[src/rtl/ex_mem_stage.sv]
// ex_mem_stage: EX-stage result select, EX/MEM pipeline register, the HI/LO
// register pair and a sequential 32-step shift-add unsigned multiplier (MULTU)
// that holds EX while it runs.
//
// Multiplier FSM states:
//   state | meaning
//   IDLE  | no multiply in flight; a valid MULTU in EX starts one
//   BUSY  | one shift-add iteration per cycle, 32 iterations total
//   DONE  | product ready; HI/LO written on the first edge without mem_stall

module ex_mem_stage (
    input  logic        clk,
    input  logic        reset,
    input  logic        ex_valid,
    input  logic [1:0]  ex_sel,
    input  logic        ex_multu,
    input  logic [31:0] alu_result,
    input  logic [31:0] sht_result,
    input  logic [31:0] mul_a,
    input  logic [31:0] mul_b,
    input  logic [4:0]  ex_rd,
    input  logic        ex_regwrite,
    input  logic        ex_memread,
    input  logic        ex_memwrite,
    input  logic [31:0] ex_store_data,
    input  logic        mem_stall,
    input  logic        flush,
    output logic        stall_ex,
    output logic        mem_valid,
    output logic        mem_regwrite,
    output logic        mem_memread,
    output logic        mem_memwrite,
    output logic [31:0] mem_result,
    output logic [31:0] mem_store_data,
    output logic [4:0]  mem_rd,
    output logic [31:0] hi,
    output logic [31:0] lo
);

    typedef enum logic [1:0] {
        ST_IDLE = 2'd0,
        ST_BUSY = 2'd1,
        ST_DONE = 2'd2
    } mul_state_t;

    localparam logic [1:0] SEL_ALU = 2'd0;
    localparam logic [1:0] SEL_SHT = 2'd1;
    localparam logic [1:0] SEL_HI  = 2'd2;
    localparam logic [1:0] SEL_LO  = 2'd3;

    localparam logic [4:0] LAST_ITER = 5'd31;

    mul_state_t  state_q, state_d;

    logic [31:0] mcand_q, mcand_d;
    logic [31:0] mplier_q, mplier_d;
    logic [63:0] acc_q, acc_d;
    logic [4:0]  count_q, count_d;
    logic [31:0] hi_q, hi_d;
    logic [31:0] lo_q, lo_d;

    logic        mem_valid_q, mem_valid_d;
    logic        mem_regwrite_q, mem_regwrite_d;
    logic        mem_memread_q, mem_memread_d;
    logic        mem_memwrite_q, mem_memwrite_d;
    logic [31:0] mem_result_q, mem_result_d;
    logic [31:0] mem_store_data_q, mem_store_data_d;
    logic [4:0]  mem_rd_q, mem_rd_d;

    logic        mul_req;
    logic        mul_start;
    logic        mul_step;
    logic        mul_commit;
    logic [32:0] add_sum;
    logic [31:0] ex_result;

    assign mul_req = ex_valid & ex_multu;

    // Multiplier state register
    always_ff @(posedge clk or posedge reset) begin
        if (reset) begin
            state_q <= ST_IDLE;
        end else begin
            state_q <= state_d;
        end
    end

    // Multiplier next-state logic; flush abandons any multiply in flight
    always_comb begin
        state_d = state_q;
        if (flush) begin
            state_d = ST_IDLE;
        end else begin
            case (state_q)
                ST_IDLE: if (mul_req)              state_d = ST_BUSY;
                ST_BUSY: if (count_q == LAST_ITER) state_d = ST_DONE;
                ST_DONE: if (!mem_stall)           state_d = ST_IDLE;
                default:                           state_d = ST_IDLE;
            endcase
        end
    end

    // Multiplier outputs: EX stall plus start/step/commit strobes for the datapath
    always_comb begin
        stall_ex   = mul_req & (state_q != ST_DONE);
        mul_start  = 1'b0;
        mul_step   = 1'b0;
        mul_commit = 1'b0;
        if (!flush) begin
            case (state_q)
                ST_IDLE: mul_start  = mul_req;
                ST_BUSY: mul_step   = 1'b1;
                ST_DONE: mul_commit = ~mem_stall;
                default: ;
            endcase
        end
    end

    // Shift-add iteration: add multiplicand to the upper half, then shift
    // {carry, accumulator} right so the carry lands in bit 63
    always_comb begin
        add_sum  = {1'b0, acc_q[63:32]} + {1'b0, (mplier_q[0] ? mcand_q : 32'd0)};
        mcand_d  = mcand_q;
        mplier_d = mplier_q;
        acc_d    = acc_q;
        count_d  = count_q;
        if (mul_start) begin
            mcand_d  = mul_a;
            mplier_d = mul_b;
            acc_d    = 64'd0;
            count_d  = 5'd0;
        end else if (mul_step) begin
            acc_d    = {add_sum, acc_q[31:1]};
            mplier_d = {1'b0, mplier_q[31:1]};
            count_d  = count_q + 5'd1;
        end
    end

    // HI/LO change only on the DONE exit edge, so a flushed multiply leaves them intact
    always_comb begin
        hi_d = hi_q;
        lo_d = lo_q;
        if (mul_commit) begin
            hi_d = acc_q[63:32];
            lo_d = acc_q[31:0];
        end
    end

    // Multiplier datapath and HI/LO registers
    always_ff @(posedge clk or posedge reset) begin
        if (reset) begin
            mcand_q  <= 32'd0;
            mplier_q <= 32'd0;
            acc_q    <= 64'd0;
            count_q  <= 5'd0;
            hi_q     <= 32'd0;
            lo_q     <= 32'd0;
        end else begin
            mcand_q  <= mcand_d;
            mplier_q <= mplier_d;
            acc_q    <= acc_d;
            count_q  <= count_d;
            hi_q     <= hi_d;
            lo_q     <= lo_d;
        end
    end

    // EX result select; MFHI/MFLO read the architectural registers directly
    always_comb begin
        case (ex_sel)
            SEL_ALU: ex_result = alu_result;
            SEL_SHT: ex_result = sht_result;
            SEL_HI:  ex_result = hi_q;
            SEL_LO:  ex_result = lo_q;
            default: ex_result = alu_result;
        endcase
    end

    // EX/MEM register update: flush, then hold on mem_stall, then bubble on stall_ex.
    // Data fields are left alone on flush/bubble; only valid and control matter there.
    always_comb begin
        mem_valid_d      = mem_valid_q;
        mem_regwrite_d   = mem_regwrite_q;
        mem_memread_d    = mem_memread_q;
        mem_memwrite_d   = mem_memwrite_q;
        mem_result_d     = mem_result_q;
        mem_store_data_d = mem_store_data_q;
        mem_rd_d         = mem_rd_q;
        if (flush || (!mem_stall && stall_ex)) begin
            mem_valid_d    = 1'b0;
            mem_regwrite_d = 1'b0;
            mem_memread_d  = 1'b0;
            mem_memwrite_d = 1'b0;
        end else if (!mem_stall) begin
            mem_valid_d      = ex_valid;
            mem_regwrite_d   = ex_regwrite & ex_valid;
            mem_memread_d    = ex_memread & ex_valid;
            mem_memwrite_d   = ex_memwrite & ex_valid;
            mem_result_d     = ex_result;
            mem_store_data_d = ex_store_data;
            mem_rd_d         = ex_rd;
        end
    end

    // EX/MEM pipeline register
    always_ff @(posedge clk or posedge reset) begin
        if (reset) begin
            mem_valid_q      <= 1'b0;
            mem_regwrite_q   <= 1'b0;
            mem_memread_q    <= 1'b0;
            mem_memwrite_q   <= 1'b0;
            mem_result_q     <= 32'd0;
            mem_store_data_q <= 32'd0;
            mem_rd_q         <= 5'd0;
        end else begin
            mem_valid_q      <= mem_valid_d;
            mem_regwrite_q   <= mem_regwrite_d;
            mem_memread_q    <= mem_memread_d;
            mem_memwrite_q   <= mem_memwrite_d;
            mem_result_q     <= mem_result_d;
            mem_store_data_q <= mem_store_data_d;
            mem_rd_q         <= mem_rd_d;
        end
    end

    assign mem_valid      = mem_valid_q;
    assign mem_regwrite   = mem_regwrite_q;
    assign mem_memread    = mem_memread_q;
    assign mem_memwrite   = mem_memwrite_q;
    assign mem_result     = mem_result_q;
    assign mem_store_data = mem_store_data_q;
    assign mem_rd         = mem_rd_q;
    assign hi             = hi_q;
    assign lo             = lo_q;

endmodule

[config.mk]
export PLATFORM = sky130hd
export DESIGN_NAME = ex_mem_stage
export DESIGN_NICKNAME = d
export VERILOG_FILES = /design/src/rtl/ex_mem_stage.sv
export SDC_FILE = /design/constraint.sdc
export NUM_CORES = 1
export LEC_CHECK = 0
export ABC_CLOCK_PERIOD_IN_PS = 11800
export CAP_MARGIN = 20
export CORE_MARGIN = 5
export CORE_UTILIZATION = 50
export CTS_CLUSTER_SIZE = 30
export DETAILED_ROUTE_END_ITERATION = 8
export PLACE_DENSITY = 0.83
export SLEW_MARGIN = 20
export SYNTH_ARGS = -nofsm -noshare
export SYNTH_HDL_FRONTEND = slang
export SYNTH_SLANG_ARGS = --single-unit
[constraint.sdc]
create_clock -name clk -period 11.8 [get_ports clk]
set_input_delay 3.54 -clock clk [delete_from_list [all_inputs] [get_ports clk]]
set_output_delay 3.54 -clock clk [all_outputs]
set_load 0.02 [all_outputs]
======== After elaboration in Yosys (flattened, before gate mapping) ========
Cells that the tools add are included.
word-level totals
  bits in latches ......................... 0
  word-level logic and storage cells ...... 69
  memories ................................ 0
  ROM bits ................................ 0
  bits in writable memories ............... 0
  flip-flop bits (word level) ............. 272
  input port bits ......................... 176
  output and inout bits ................... 138
cells by class
  add/sub/neg operators ................... 2
  multiplexer cells ....................... 27
  reductions and logical operators ........ 8
  div/mod/pow operators ................... 0
  shifts and indexed selects .............. 0
  eq/ne operators ......................... 11
  multipliers ............................. 0
  bitwise gates (word level) .............. 7
  $lt $le $gt $ge ......................... 0
operator list
  cell                                                             number
  64-bit 2-to-1 mux                                                2
  32-bit one-hot mux with 4 select lines                           1
  32-bit 2-to-1 mux                                                3
  32-bit by 32-bit adder with 33-bit output                        1
  1-bit 2-to-1 mux                                                 14
  5-bit 2-to-1 mux                                                 2
  3-bit != test, second input constant                             3
  2-bit 2-to-1 mux                                                 4
  2-bit == test, second input constant                             3
  2-bit one-hot mux with 3 select lines                            1
  5-bit by 1-bit adder with 5-bit output, second input constant    1
  1-bit AND                                                        5
  5-bit == test, second input constant                             1
  2-bit by 1-bit == test with 1-bit output, second input constant  2
  2-bit logical NOT                                                2
  3-bit AND reduction                                              1
  2-bit by 1-bit != test with 1-bit output, second input constant  1
  2-bit != test, second input constant                             1
  1-bit NOT                                                        2
  2-bit AND reduction                                              1
  2-bit nonzero test                                               1
  1-bit logical AND                                                1
  1-bit logical NOT                                                1
  1-bit logical OR                                                 1

======== Longest topological paths before layout ========
Gate-level depths: netlist of run 1.
  word-level depth ........................ 6
  mapped depth ............................ 11
  depth with buffers taken out ............ 10

======== Least setup slack after synthesis of run 1 ========
No wires, ideal clock.
  kind .................................... input port to output port
  start point ............................. input ex_valid
  end point ............................... output stall_ex
  stages .................................. 2
  buffers on the path ..................... 0
  data required time ...................... 8260 ps
  arrival ................................. 3947 ps
  setup slack ............................. 4313 ps
  cells stage by stage .................... nand2_1 nor2_1
on the way
  cells in the longest elaborated chain, start to end .. 2
ends and longest elaborated chain
  what             RTL line  RTL
  start, declared  14        input logic ex_valid,
  1-bit AND        77        assign mul_req = ex_valid & ex_multu;
  1-bit AND        105       stall_ex = mul_req & (state_q != ST_DONE);
  end, declared    28        output logic stall_ex,
Every way passes these cells.

======== Worst setup path in the final report of run 1 ========
Same ends and word-level chain as after synthesis.

==> load_flow_metrics.sql, run 1 <==
INSERT INTO impl_metrics (metric_group, metric, value, unit) VALUES
('outcome', 'outcome', 'finished clean', ''),
('floorplanning', 'design.core.area', '25800', 'µm²'),
('worst_setup_path', 'cp_cell_sequence', 'clkdlybuf4s50_1 > nand2_1 > nor2_1 > clkdlybuf4s50_1', ''),
('synthesis', 'syn_inst', '1182', ''),
('cells_and_area', 'seq_area', '6810', 'µm²'),
('drt', 'detail_route.vias_per_cell', '5.54', ''),
('cts', 'cts_tree', 'done', ''),
('worst_setup_path', 'worst-path-buf-inv', '2', ''),
('timing', 'number_of_hold_violations_in_the_final_report', '0', ''),
('placement', 'portBuffers', '313', ''),
('timing', 'fmaxAchievable', '0.117', 'GHz'),
('cells_and_area', 'finalNetCount', '1673', ''),
('hold_path', 'hold_class', 'reg2reg', ''),
('global_routing', 'grt_met2_use', '39.5', '%'),
('worst_setup_path', 'critical_path.max_fanout', '3', ''),
('synthesis', 'dominant_combinational_cell_family_by_area_after_synthesis', 'multiplexers', ''),
('cells_and_area', 'post_route_cells_drive_above_1_share', '15.8', '%'),
('cts', 'path_clk_slew', '0.06', 'ns'),
('cts', 'buffers_inserted_by_post_cts_timing_repair', '0', ''),
('cells_and_area', 'area.growth.synth_to_final', '33.4', '%'),
('synthesis', 'synth_area', '13000', 'µm²'),
('timing', 'period_share', '72.5', '%'),
('floorplanning', 'die-area', '29400', 'µm²'),
('drt', 'route.detailed.wl_per_inst', '19.5', 'µm'),
('placement', 'place.detailed.hpwl', '25400', 'µm'),
('global_routing', 'grt_antenna_before_repair', '5', ''),
('worst_setup_path', 'timing.critical_path.required', '8.26', 'ns'),
('global_routing', 'top_usage_layer', 'met2', ''),
('placement', 'placed_instance_count', '1766', ''),
('global_routing', 'global_route_wire_length_before_repair', '55100', 'µm'),
('worst_setup_path', 'worst_setup_path_start_kind', 'input pin', ''),
('drt', 'number_of_drc_markers_after_the_initial_detailed_route_iteration', '647', ''),
('global_routing', 'met1_usage', '30.6', '%'),
('placement', 'gp_congestion', '0.853', ''),
('cells_and_area', 'multiInputGateArea', '5910', 'µm²'),
('cts', 'tritoncts_num_sinks', '272', ''),
('timing', 'rsz0062_at_grt', 'no', ''),
('cells_and_area', 'fill_cell_total_of_the_finished_layout', '1882', ''),
('synthesis', 'synth_top_area_share', '52.2', '%'),
('worst_setup_path', 'most_common_cell_on_crit_path', 'sky130_fd_sc_hd__clkdlybuf4s50_1', ''),
('cells_and_area', 'layoutNonFillerInstCount', '1823', ''),
('floorplanning', 'num_io_pins', '314', ''),
('drt', 'antenna_left', '0', ''),
('floorplanning', 'chipWidth', '171', 'µm'),
('synthesis', 'multiplexer_share_of_the_synthesized_area', '17.2', '%'),
('cts', 'cts-root-to-sink-buffers', '3', ''),
('global_routing', 'grt.total_usage', '23.3', '%'),
('timing', 'worst-slew-pin-transition', '1.01', 'ns'),
('power_and_ir_drop', 'pwr_density_cell', '156', 'nW/µm²'),
('timing', 'timing.max_slew.rel_slack', '32.7', '%'),
('synthesis', 'area_share_of_xor_xnor_cells_in_the_synthesized_design', '1.75', '%'),
('power_and_ir_drop', 'power.ir.vdd_worst', '0.143', 'mV'),
('cts', 'cts_root_buf', 'sky130_fd_sc_hd__clkbuf_16', ''),
('synthesis', 'fraction_of_registers_with_async_set_or_reset_after_synthesis', '100', '%'),
('global_routing', 'gr-total-overflow', '0', ''),
('floorplanning', 'die_height', '171', 'µm'),
('power_and_ir_drop', 'total_leakage_power', '0.00803', 'µW'),
('synthesis', 'yosys-top-cells-area', 'sky130_fd_sc_hd__dfrtp_1 (52%), sky130_fd_sc_hd__mux2_2 (11%), sky130_fd_sc_hd__nand2_1 (8.1%)', ''),
('synthesis', 'yosys_warnings', '0', ''),
('synthesis', 'synthFlopType', 'sky130_fd_sc_hd__dfrtp_1', ''),
('floorplanning', 'rows', '59', ''),
('worst_setup_path', 'critical-path-slowest-cell', 'sky130_fd_sc_hd__clkdlybuf4s50_1', ''),
('cts', 'cts_inserted_buffers', '29', ''),
('timing', 'finalWorstPathRequiredPeriod', '8.56', 'ns'),
('worst_setup_path', 'worst-setup-path-type', 'in2out', ''),
('synthesis', 'yosys.area_share.simple', '14.3', '%'),
('synthesis', 'synthAdderAreaFrac', '3.42', '%'),
('global_routing', 'grt_use_met3', '5.42', '%'),
('global_routing', 'grt_start_max_net_pins', '158', ''),
('synthesis', 'netlist-cell-type-count', '57', ''),
('placement', 'detailedPlace.worstSlack', '3.25', 'ns');
path summary, 6_finish.rpt:
kind                             startpoint           endpoint  slack [ns]  cells past startpoint
max in group asynchronous             reset        mcand_q[24]        6.89                      3
worst min register to register  mcand_q[25]        mcand_q[25]        0.47                      2
worst min-delay path            mcand_q[25]        mcand_q[25]        0.47                      2
worst max-delay path               ex_valid           stall_ex        3.24                      4
worst max register to register  mplier_q[0]          acc_q[58]        8.43                     10
min in group asynchronous             reset  mem_store_data[8]        3.54                      2
kinds of logic after synthesis:
logic type,after synthesis
AOI/OAI and AO/OA,174
xor gates and xnor gates,26
adders and majority gates,35
buffers and inverters,79
DFF,272
muxes,167
and+or+nand+nor,429
cell usage after synthesis (3+ instances only):
master	n
sky130_fd_sc_hd__a211o_1	3
sky130_fd_sc_hd__a211oi_1	3
sky130_fd_sc_hd__a21boi_0	3
sky130_fd_sc_hd__a21o_1	9
sky130_fd_sc_hd__a21oi_1	44
sky130_fd_sc_hd__a22oi_1	36
sky130_fd_sc_hd__a31oi_1	3
sky130_fd_sc_hd__and2_1	36
sky130_fd_sc_hd__and3_1	3
sky130_fd_sc_hd__buf_1	9
sky130_fd_sc_hd__buf_6	6
sky130_fd_sc_hd__clkbuf_1	54
sky130_fd_sc_hd__dfrtp_1	272
sky130_fd_sc_hd__ha_1	34
sky130_fd_sc_hd__inv_1	7
sky130_fd_sc_hd__mux2_2	133
sky130_fd_sc_hd__mux4_2	32
sky130_fd_sc_hd__nand2_1	280
sky130_fd_sc_hd__nand2b_1	3
sky130_fd_sc_hd__nand3_1	53
sky130_fd_sc_hd__nand4_1	7
sky130_fd_sc_hd__nor2_1	24
sky130_fd_sc_hd__nor3_1	5
sky130_fd_sc_hd__o211ai_1	5
sky130_fd_sc_hd__o21a_1	3
sky130_fd_sc_hd__o21ai_0	45
sky130_fd_sc_hd__o31ai_1	4
sky130_fd_sc_hd__or3_1	5
sky130_fd_sc_hd__xnor2_1	12
sky130_fd_sc_hd__xor2_1	14
layer usage:
layer	vias up	part of all wire [%]	routed length (µm)
li1	4726	-	-
met1	4963	41	14400
met2	347	49	17300
met3	54	8.6	3040
met4	4	2.1	739
met5	-	0.096	34
worst register-to-register path: stages, from the launching register on:
cell                       delay [ns]
sky130_fd_sc_hd__dfrtp_1         0.36
sky130_fd_sc_hd__buf_4           0.22
sky130_fd_sc_hd__and2_1          0.18
sky130_fd_sc_hd__ha_1            0.32
sky130_fd_sc_hd__nand2_1         0.11
sky130_fd_sc_hd__o31ai_1         0.52
sky130_fd_sc_hd__o221ai_1        0.30
sky130_fd_sc_hd__o31ai_1         0.67
sky130_fd_sc_hd__a31o_2          0.33
sky130_fd_sc_hd__o31a_1          0.15
sky130_fd_sc_hd__o21ai_0         0.08
report_power, final:
part / internal, µW / switching (µW) / leakage, µW
registers: 1060 / 83.5 / 0.00358
clock network: 594 / 375 / 0.000503
logic: 287 / 313 / 0.00395
sequential cells by signal, indices dropped and copies added (netlist names):
name	flops
mem_result	32
lo	32
mem_regwrite	1
hi	32
mem_valid	1
state_q	2
count_q	5
mem_memread	1
mplier_q	32
mcand_q	32
mem_store_data	32
mem_memwrite	1
mem_rd	5
acc_q	64
metrics by stage:
step	util, %	total power [µW]
floorplan	-	1530
finish	67.3	2710
global route	67.3	2850
CTS	67.3	2730
detailed placement	63.3	1760
global placement	63.3	1730
area by class of cell:
cell class / count / area share [%]
timing repair buffer: 321 / 18.4
tap: 335 / 2.41
antenna: 3 / 0.0431
inverter: 7 / 0.194
clock buffer: 41 / 4.72
clock inverter: 13 / 1.16
multi-input combinational: 831 / 34.0
sequential: 272 / 39.1
Power figures use the tool's default switching activity.
==> inputs of run 2 (changes only) <==
Settings changed: ABC_CLOCK_PERIOD_IN_PS 11800 to 6900, CORE_UTILIZATION 50 to 45, PLACE_DENSITY 0.83 to 0.79.
Clock period 11.8 ns to 6.9 ns, I/O delays scaled along.
==> run 2 against run 1 <==
Compared with the run above:
- utilization shrank 5.9 points
- die area rose by 10%
- routed wire length increased by 0.66%
- clock skew grew 0.0012 ns
- sequential power increased by 72%
==> load_flow_metrics.sql, run 2 (same netlist as run 1, synthesis figures left out) <==
INSERT INTO impl_metrics (metric_group, metric, value, unit) VALUES
('floorplanning', 'design.core.area', '28600', 'µm²'),
('worst_setup_path', 'endpoint_kind', 'output pin', ''),
('worst_setup_path', 'worst-setup-path-type', 'in2out', ''),
('timing', 'period_share', '81.1', '%'),
('worst_setup_path', 'critical_path.startpoint', 'ex_valid', ''),
('cells_and_area', 'fin_util', '61.4', '%'),
('global_routing', 'global_route_wire_length_before_repair', '57200', 'µm'),
('timing', 'rsz0062_at_grt', 'no', ''),
('cts', 'ctsHoldBuffers', '0', ''),
('worst_setup_path', 'critPathMaxStageDelay', '0.66', 'ns'),
('job', 'cap_viol_max_count', '0', ''),
('power_and_ir_drop', 'power.ir.vdd_worst', '0.167', 'mV'),
('global_routing', 'gr-total-overflow', '0', ''),
('timing', 'fmaxAchievable', '0.179', 'GHz'),
('global_routing', 'grt.total_usage', '21.4', '%'),
('worst_setup_path', 'timing.critical_path.required', '4.83', 'ns'),
('cts', 'cts_repair_resized_insts', '0', ''),
('power_and_ir_drop', 'clockPowerShare', '37.2', '%'),
('drt', 'antenna_left', '0', ''),
('worst_setup_path', 'crit_path_end', 'stall_ex', ''),
('timing', 'timing.max_slew.rel_slack', '32.3', '%'),
('power_and_ir_drop', 'pwr_density_cell', '270', 'nW/µm²'),
('power_and_ir_drop', 'comb_power_share', '21.6', '%'),
('placement', 'portBuffers', '313', ''),
('worst_setup_path', 'worstPathArrival', '3.52', 'ns'),
('cts', 'cts_root_buf', 'sky130_fd_sc_hd__clkbuf_16', ''),
('cells_and_area', 'max_flop_register', 'acc_q', ''),
('cells_and_area', 'post_route_cells_drive_above_1_share', '16.3', '%'),
('cells_and_area', 'fill_cell_total_of_the_finished_layout', '2282', ''),
('drt', 'detailedRoute.firstPassIterationCount', '5', ''),
('floorplanning', 'chipWidth', '180', 'µm'),
('timing', 'worst-slew-pin-transition', '1.02', 'ns'),
('worst_setup_path', 'ff2ff_path_depth', '11', ''),
('global_routing', 'first_global_vias', '10300', ''),
('outcome', 'outcome', 'finished clean', ''),
('drt', 'finalWirelength', '35700', 'µm'),
('power_and_ir_drop', 'total_leakage_power', '0.00809', 'µW'),
('global_routing', 'grt_start_max_net_pins', '115', ''),
('power_and_ir_drop', 'netSwitchingPower', '1350', 'µW'),
('global_routing', 'grt_antenna_before_repair', '1', ''),
('cells_and_area', 'most_common_library_cell_in_the_layout_ignoring_fill_and_taps', 'sky130_fd_sc_hd__clkdlybuf4s50_1', ''),
('drt', 'drc_violations_left', '0', ''),
('floorplanning', 'die-area', '32500', 'µm²'),
('floorplanning', 'die_height', '180', 'µm'),
('cts', 'clock_insertion_delay_worst_skew', '0.56', 'ns'),
('hold_path', 'hold_class', 'reg2reg', ''),
('cells_and_area', 'layout_common_cells', 'sky130_fd_sc_hd__clkdlybuf4s50_1 (311), sky130_fd_sc_hd__nand2_1 (279), sky130_fd_sc_hd__dfrtp_1 (272)', ''),
('timing', 'finalSetupViolCount', '0', ''),
('worst_setup_path', 'worstReg2RegEnd', 'acc_q[61]', ''),
('drt', 'detail_route.vias_per_cell', '5.40', ''),
('worst_setup_path', 'worst-path-buf-inv', '2', ''),
('power_and_ir_drop', 'sw_frac_of_total', '28.3', '%'),
('cts', 'cts-root-to-sink-buffers', '3', ''),
('cts', 'cts_tree', 'done', ''),
('floorplanning', 'num_io_pins', '314', ''),
('timing', 'maxSlewViolCount', '0', ''),
('timing', 'finalWorstPathRequiredPeriod', '5.59', 'ns'),
('worst_setup_path', 'most_common_cell_on_crit_path', 'sky130_fd_sc_hd__clkdlybuf4s50_1', ''),
('power_and_ir_drop', 'internal_power_contribution', '3410', 'µW'),
('cts', 'path_clk_slew', '0.05', 'ns'),
('cells_and_area', 'finalNetCount', '1676', ''),
('cts', 'tritoncts_num_sinks', '272', ''),
('drt', 'route.detailed.wl_per_inst', '19.1', 'µm'),
('worst_setup_path', 'critical-path-slowest-cell', 'sky130_fd_sc_hd__clkdlybuf4s50_1', ''),
('timing', 'number_of_hold_violations_in_the_final_report', '0', ''),
('worst_setup_path', 'critical_path_cell_count', '4', ''),
('worst_setup_path', 'critical_path.max_fanout', '3', ''),
('worst_setup_path', 'cp_cell_sequence', 'clkdlybuf4s50_1 > nand2_1 > nor2_1 > clkdlybuf4s50_1', ''),
('cts', 'buffers_inserted_by_post_cts_timing_repair', '0', ''),
('timing', 'fin_skew', '0.0139', 'ns'),
('power_and_ir_drop', 'sequentialPowerShare', '41.2', '%'),
('cts', 'htreeDepth', '1', ''),
('drt', 'num_vias', '10100', ''),
('drt', 'number_of_drc_markers_after_the_initial_detailed_route_iteration', '654', ''),
('worst_setup_path', 'timing.rr.start', 'mplier_q[0]', ''),
('placement', 'place.detailed.hpwl', '26000', 'µm'),
('cells_and_area', 'area.growth.synth_to_final', '34.8', '%'),
('floorplanning', 'rows', '62', ''),
('timing', 'fin_setup_tns', '0', 'ns'),
('cts', 'cts_inserted_buffers', '30', ''),
('cells_and_area', 'max_ffs_per_register', '64', ''),
('placement', 'gp_congestion', '0.856', ''),
('worst_setup_path', 'worst_setup_path_start_kind', 'input pin', ''),
('floorplanning', 'initial_utilization', '45.6', '%'),
('worst_setup_path', 'reg2reg_setup_slack', '3.50', 'ns'),
('worst_setup_path', 'cpLargestDelayFamily', 'buffers and inverters', '');
## run 2: cell count changes in the layout (fill, tap and decap cells not counted), moves of 2 or more
| cell | previous run | this run |
|---|---|---|
| sky130_fd_sc_hd__clkbuf_1 | 7 | 3 |
| sky130_fd_sc_hd__clkbuf_8 | 5 | 7 |
| sky130_fd_sc_hd__clkinvlp_4 | 1 | 3 |
| sky130_fd_sc_hd__diode_2 | 3 | 1 |
| sky130_fd_sc_hd__inv_8 | 2 | 0 |
## run 2: through the flow
stage,hold slack [ns],cell area (µm²),power [µW],cells,setup slack (ns)
2_1_floorplan,0.437,13000,2610,1182,1.23
3_5_place_dp,0.457,16500,3010,1817,1.33
4_1_cts,0.471,17600,4800,1872,1.32
3_3_place_gp,0.450,16400,2970,1816,1.35
6_report,0.467,17600,4750,1873,1.31
5_1_grt,0.496,17600,5000,1872,1.21
## run 2: worst register-to-register path: cells and delay by family, from the launching register on
family          cells  cell delay [ns]
buf+inv             1             0.21
simple gates        2             0.29
compound gates      5             1.51
mux                 1             0.25
flops               1             0.36
fa+ha+maj           2             0.66
## run 2: layout make-up
type / count / area, µm² / share of cell area, %
timing repair buffer: 323 / 3230 / 18.3
sequential: 272 / 6810 / 38.7
antenna: 1 / 2.50 / 0.0142
clock inverter: 15 / 263 / 1.49
tap: 384 / 480 / 2.73
multi-input combinational: 831 / 5910 / 33.6
inverter: 7 / 30.0 / 0.171
clock buffer: 40 / 858 / 4.88
## run 2: worst min path at each step
stage / start / to / slack (ns) / cells past startpoint
final: mcand_q[5] / mcand_q[5] / 0.47 / 2
after global routing: mplier_q[2] / mplier_q[2] / 0.50 / 2
after CTS: mcand_q[3] / mcand_q[3] / 0.47 / 2
after detailed placement: mcand_q[3] / mcand_q[3] / 0.46 / 2
after global placement: mcand_q[16] / mcand_q[16] / 0.45 / 2
after floorplan: mcand_q[30] / mcand_q[30] / 0.44 / 2
## run 2: metal layers
metal  part of all wire (%)  GRT usage (%)
met5                  0.034              0
met4                    2.4           4.93
met3                    7.0           5.33
met2                     48           35.8
met1                     43           28.5
## run 2: power groups by stage
stage | Clock [µW] | Combinational, µW | Sequential, µW
floorplan | 0 | 584 | 2030
global placement | 0 | 997 | 1970
detailed placement | 0 | 1030 | 1980
CTS | 1810 | 1030 | 1960
global route | 1880 | 1130 | 1990
finish | 1770 | 1030 | 1960
==> inputs of run 3 (changes only) <==
Settings changed: ABC_CLOCK_PERIOD_IN_PS 6900 to 5900, CORE_UTILIZATION 45 to 50, PLACE_DENSITY 0.79 to 0.83.
Clock period 6.9 ns to 5.9 ns, I/O delays scaled along.
==> run 3 against run 2 <==
Compared with the run above:
- flip-flop and latch count did not move
- routed wire length about the same
- global-route usage increased by 2.4 points
- utilization is 5.9 points higher
- first-iteration DRC count increased by 14%
- sequential power is 17% higher
- critical endpoint unchanged
- largest cell class unchanged
==> load_flow_metrics.sql, run 3 (same netlist as run 1, synthesis figures left out) <==
INSERT INTO impl_metrics (metric_group, metric, value, unit) VALUES
('power_and_ir_drop', 'total_leakage_power', '0.00803', 'µW'),
('drt', 'route.detailed.wl_per_inst', '19.6', 'µm'),
('worst_setup_path', 'most_common_cell_on_crit_path', 'sky130_fd_sc_hd__clkdlybuf4s50_1', ''),
('floorplanning', 'initial_utilization', '50.5', '%'),
('cells_and_area', 'area.growth.synth_to_final', '33.4', '%'),
('global_routing', 'global_route_wire_length_before_repair', '56000', 'µm'),
('cts', 'clock_insertion_delay_worst_skew', '0.55', 'ns'),
('placement', 'place.detailed.hpwl', '25400', 'µm'),
('cells_and_area', 'max_flop_register', 'acc_q', ''),
('timing', 'rsz0062_at_grt', 'no', ''),
('drt', 'antenna_left', '0', ''),
('placement', 'placed_instance_count', '1767', ''),
('cts', 'buffers_inserted_by_post_cts_timing_repair', '0', ''),
('power_and_ir_drop', 'power.ir.vdd_worst', '0.261', 'mV'),
('cts', 'cts_root_buf', 'sky130_fd_sc_hd__clkbuf_16', ''),
('floorplanning', 'design.core.area', '25800', 'µm²'),
('worst_setup_path', 'cp_cell_sequence', 'clkdlybuf4s50_1 > nand2_1 > nor2_1 > clkdlybuf4s50_1', ''),
('global_routing', 'gr-total-overflow', '0', ''),
('global_routing', 'grt_antenna_before_repair', '9', ''),
('cts', 'cts_tree', 'done', ''),
('power_and_ir_drop', 'sequentialPowerShare', '43.1', '%'),
('power_and_ir_drop', 'netSwitchingPower', '1540', 'µW'),
('power_and_ir_drop', 'internal_power_contribution', '3790', 'µW'),
('worst_setup_path', 'timing.critical_path.required', '4.13', 'ns'),
('worst_setup_path', 'worstPathArrival', '3.24', 'ns'),
('power_and_ir_drop', 'pwr_density_cell', '306', 'nW/µm²'),
('cells_and_area', 'layout_common_cells', 'sky130_fd_sc_hd__clkdlybuf4s50_1 (311), sky130_fd_sc_hd__nand2_1 (279), sky130_fd_sc_hd__dfrtp_1 (272)', ''),
('cells_and_area', 'fill_cell_total_of_the_finished_layout', '1871', ''),
('cells_and_area', 'max_ffs_per_register', '64', ''),
('global_routing', 'grt_start_max_net_pins', '112', ''),
('cts', 'ctsHoldBuffers', '0', ''),
('power_and_ir_drop', 'sw_frac_of_total', '28.8', '%'),
('global_routing', 'grt.total_usage', '23.8', '%'),
('worst_setup_path', 'critical_path_cell_count', '4', ''),
('timing', 'fin_skew', '0.0231', 'ns'),
('worst_setup_path', 'cpLargestDelayFamily', 'buffers and inverters', ''),
('drt', 'num_vias', '10100', ''),
('timing', 'period_share', '85.0', '%'),
('timing', 'finalSetupViolCount', '0', ''),
('drt', 'finalWirelength', '35700', 'µm'),
('cells_and_area', 'layoutNonFillerInstCount', '1826', ''),
('job', 'cap_viol_max_count', '0', ''),
('drt', 'number_of_drc_markers_after_the_initial_detailed_route_iteration', '745', ''),
('cts', 'cts_repair_resized_insts', '0', ''),
('timing', 'maxSlewViolCount', '0', ''),
('timing', 'finalWorstPathRequiredPeriod', '5.01', 'ns'),
('floorplanning', 'num_io_pins', '314', ''),
('cells_and_area', 'finalNetCount', '1675', ''),
('placement', 'portBuffers', '313', ''),
('drt', 'detail_route.vias_per_cell', '5.53', ''),
('floorplanning', 'die-area', '29400', 'µm²'),
('placement', 'gp_congestion', '0.862', ''),
('worst_setup_path', 'ff2ff_path_depth', '10', ''),
('floorplanning', 'die_height', '171', 'µm'),
('outcome', 'outcome', 'finished clean', ''),
('worst_setup_path', 'endpoint_kind', 'output pin', ''),
('timing', 'hold_ws', '0.465', 'ns'),
('cts', 'path_clk_slew', '0.06', 'ns'),
('power_and_ir_drop', 'comb_power_share', '22.4', '%'),
('timing', 'timing.max_slew.rel_slack', '32.9', '%'),
('worst_setup_path', 'critical_path.max_fanout', '3', ''),
('placement', 'detailedPlace.worstSlack', '0.880', 'ns'),
('hold_path', 'hold_class', 'reg2reg', ''),
('cts', 'cts_inserted_buffers', '29', ''),
('global_routing', 'first_global_vias', '10400', ''),
('floorplanning', 'rows', '59', ''),
('timing', 'fin_setup_tns', '0', 'ns'),
('floorplanning', 'chipWidth', '171', 'µm'),
('drt', 'drc_violations_left', '0', ''),
('timing', 'number_of_hold_violations_in_the_final_report', '0', ''),
('cts', 'cts-root-to-sink-buffers', '3', ''),
('timing', 'fmaxAchievable', '0.199', 'GHz'),
('worst_setup_path', 'critical-path-slowest-cell', 'sky130_fd_sc_hd__clkdlybuf4s50_1', ''),
('worst_setup_path', 'worst-path-buf-inv', '2', ''),
('cts', 'tritoncts_num_sinks', '272', ''),
('worst_setup_path', 'critPathMaxStageDelay', '0.66', 'ns'),
('timing', 'layout_setup_ws', '0.887', 'ns'),
('power_and_ir_drop', 'clockPowerShare', '34.5', '%'),
('hold_path', 'min_delay_path_depth', '2', ''),
('timing', 'worst-slew-pin-transition', '1.01', 'ns'),
('cts', 'htreeDepth', '1', ''),
('cells_and_area', 'most_common_library_cell_in_the_layout_ignoring_fill_and_taps', 'sky130_fd_sc_hd__clkdlybuf4s50_1', ''),
('drt', 'detailedRoute.firstPassIterationCount', '4', ''),
('worst_setup_path', 'worst-setup-path-type', 'in2out', ''),
('worst_setup_path', 'worst_setup_path_start_kind', 'input pin', ''),
('cells_and_area', 'post_route_cells_drive_above_1_share', '15.9', '%');
run 3: cell count changes in the layout (fill, tap and decap cells not counted), moves of 2 or more:
cell                         previous run  this run
sky130_fd_sc_hd__diode_2                1         5
sky130_fd_sc_hd__clkinvlp_4             3         1
sky130_fd_sc_hd__clkbuf_1               3         6
sky130_fd_sc_hd__bufinv_16              6         1
sky130_fd_sc_hd__clkinv_2               4         2
sky130_fd_sc_hd__clkbuf_8               7        12
run 3: cell type report:
type | instances | area [µm²] | share of cell area [%]
inverter | 7 | 30.0 | 0.173
multi-input combinational | 831 | 5910 | 34.0
antenna | 5 | 12.5 | 0.0719
tap | 335 | 419 | 2.41
sequential | 272 | 6810 | 39.1
timing repair buffer | 323 | 3240 | 18.6
clock inverter | 6 | 66.3 | 0.381
clock buffer | 47 | 913 | 5.25
run 3: stage by stage:
stage          util (%)  total power (µW)  area, µm²
6_report           67.3              5330      17400
3_5_place_dp       63.4              3520      16400
5_1_grt            67.3              5600      17400
4_1_cts            67.2              5370      17400
3_3_place_gp       63.4              3470      16400
2_1_floorplan         -              3050      13000
run 3: final timing paths:
path	end	startpoint	slack, ns
min in group asynchronous	mem_result[22]	reset	1.59
max in group asynchronous	mem_result[14]	reset	3.25
hold reg to reg	mcand_q[12]	mcand_q[12]	0.47
setup reg to reg	acc_q[63]	mplier_q[0]	2.23
setup / recovery	stall_ex	ex_valid	0.89
hold / removal	mcand_q[12]	mcand_q[12]	0.47
run 3: power by group through the flow:
stage / Clock [µW] / Combinational, µW / Sequential [µW]
2_1_floorplan: 0 / 683 / 2370
3_3_place_gp: 0 / 1160 / 2310
3_5_place_dp: 0 / 1190 / 2330
4_1_cts: 1870 / 1200 / 2300
5_1_grt: 1950 / 1320 / 2330
6_report: 1840 / 1190 / 2300
run 3: metal layers:
| layer | routed length [µm] | share of wire [%] | vias to the layer above | track usage (%) |
|---|---|---|---|---|
| met5 | 40 | 0.11 | - | 0 |
| met3 | 3230 | 9.0 | 77 | 5.93 |
| met1 | 14300 | 40 | 4916 | 30.9 |
| met2 | 17100 | 48 | 368 | 40.0 |
| met4 | 1020 | 2.8 | 8 | 7.13 |
| li1 | - | - | 4724 | - |
run 3: worst reg2reg max path: cells and delay by family, from the launching register on:
| kind | cells | cell delay, ns |
|---|---|---|
| compound gates | 5 | 1.04 |
| fa+ha+maj | 2 | 0.43 |
| flops | 1 | 0.89 |
| simple gates | 3 | 1.24 |
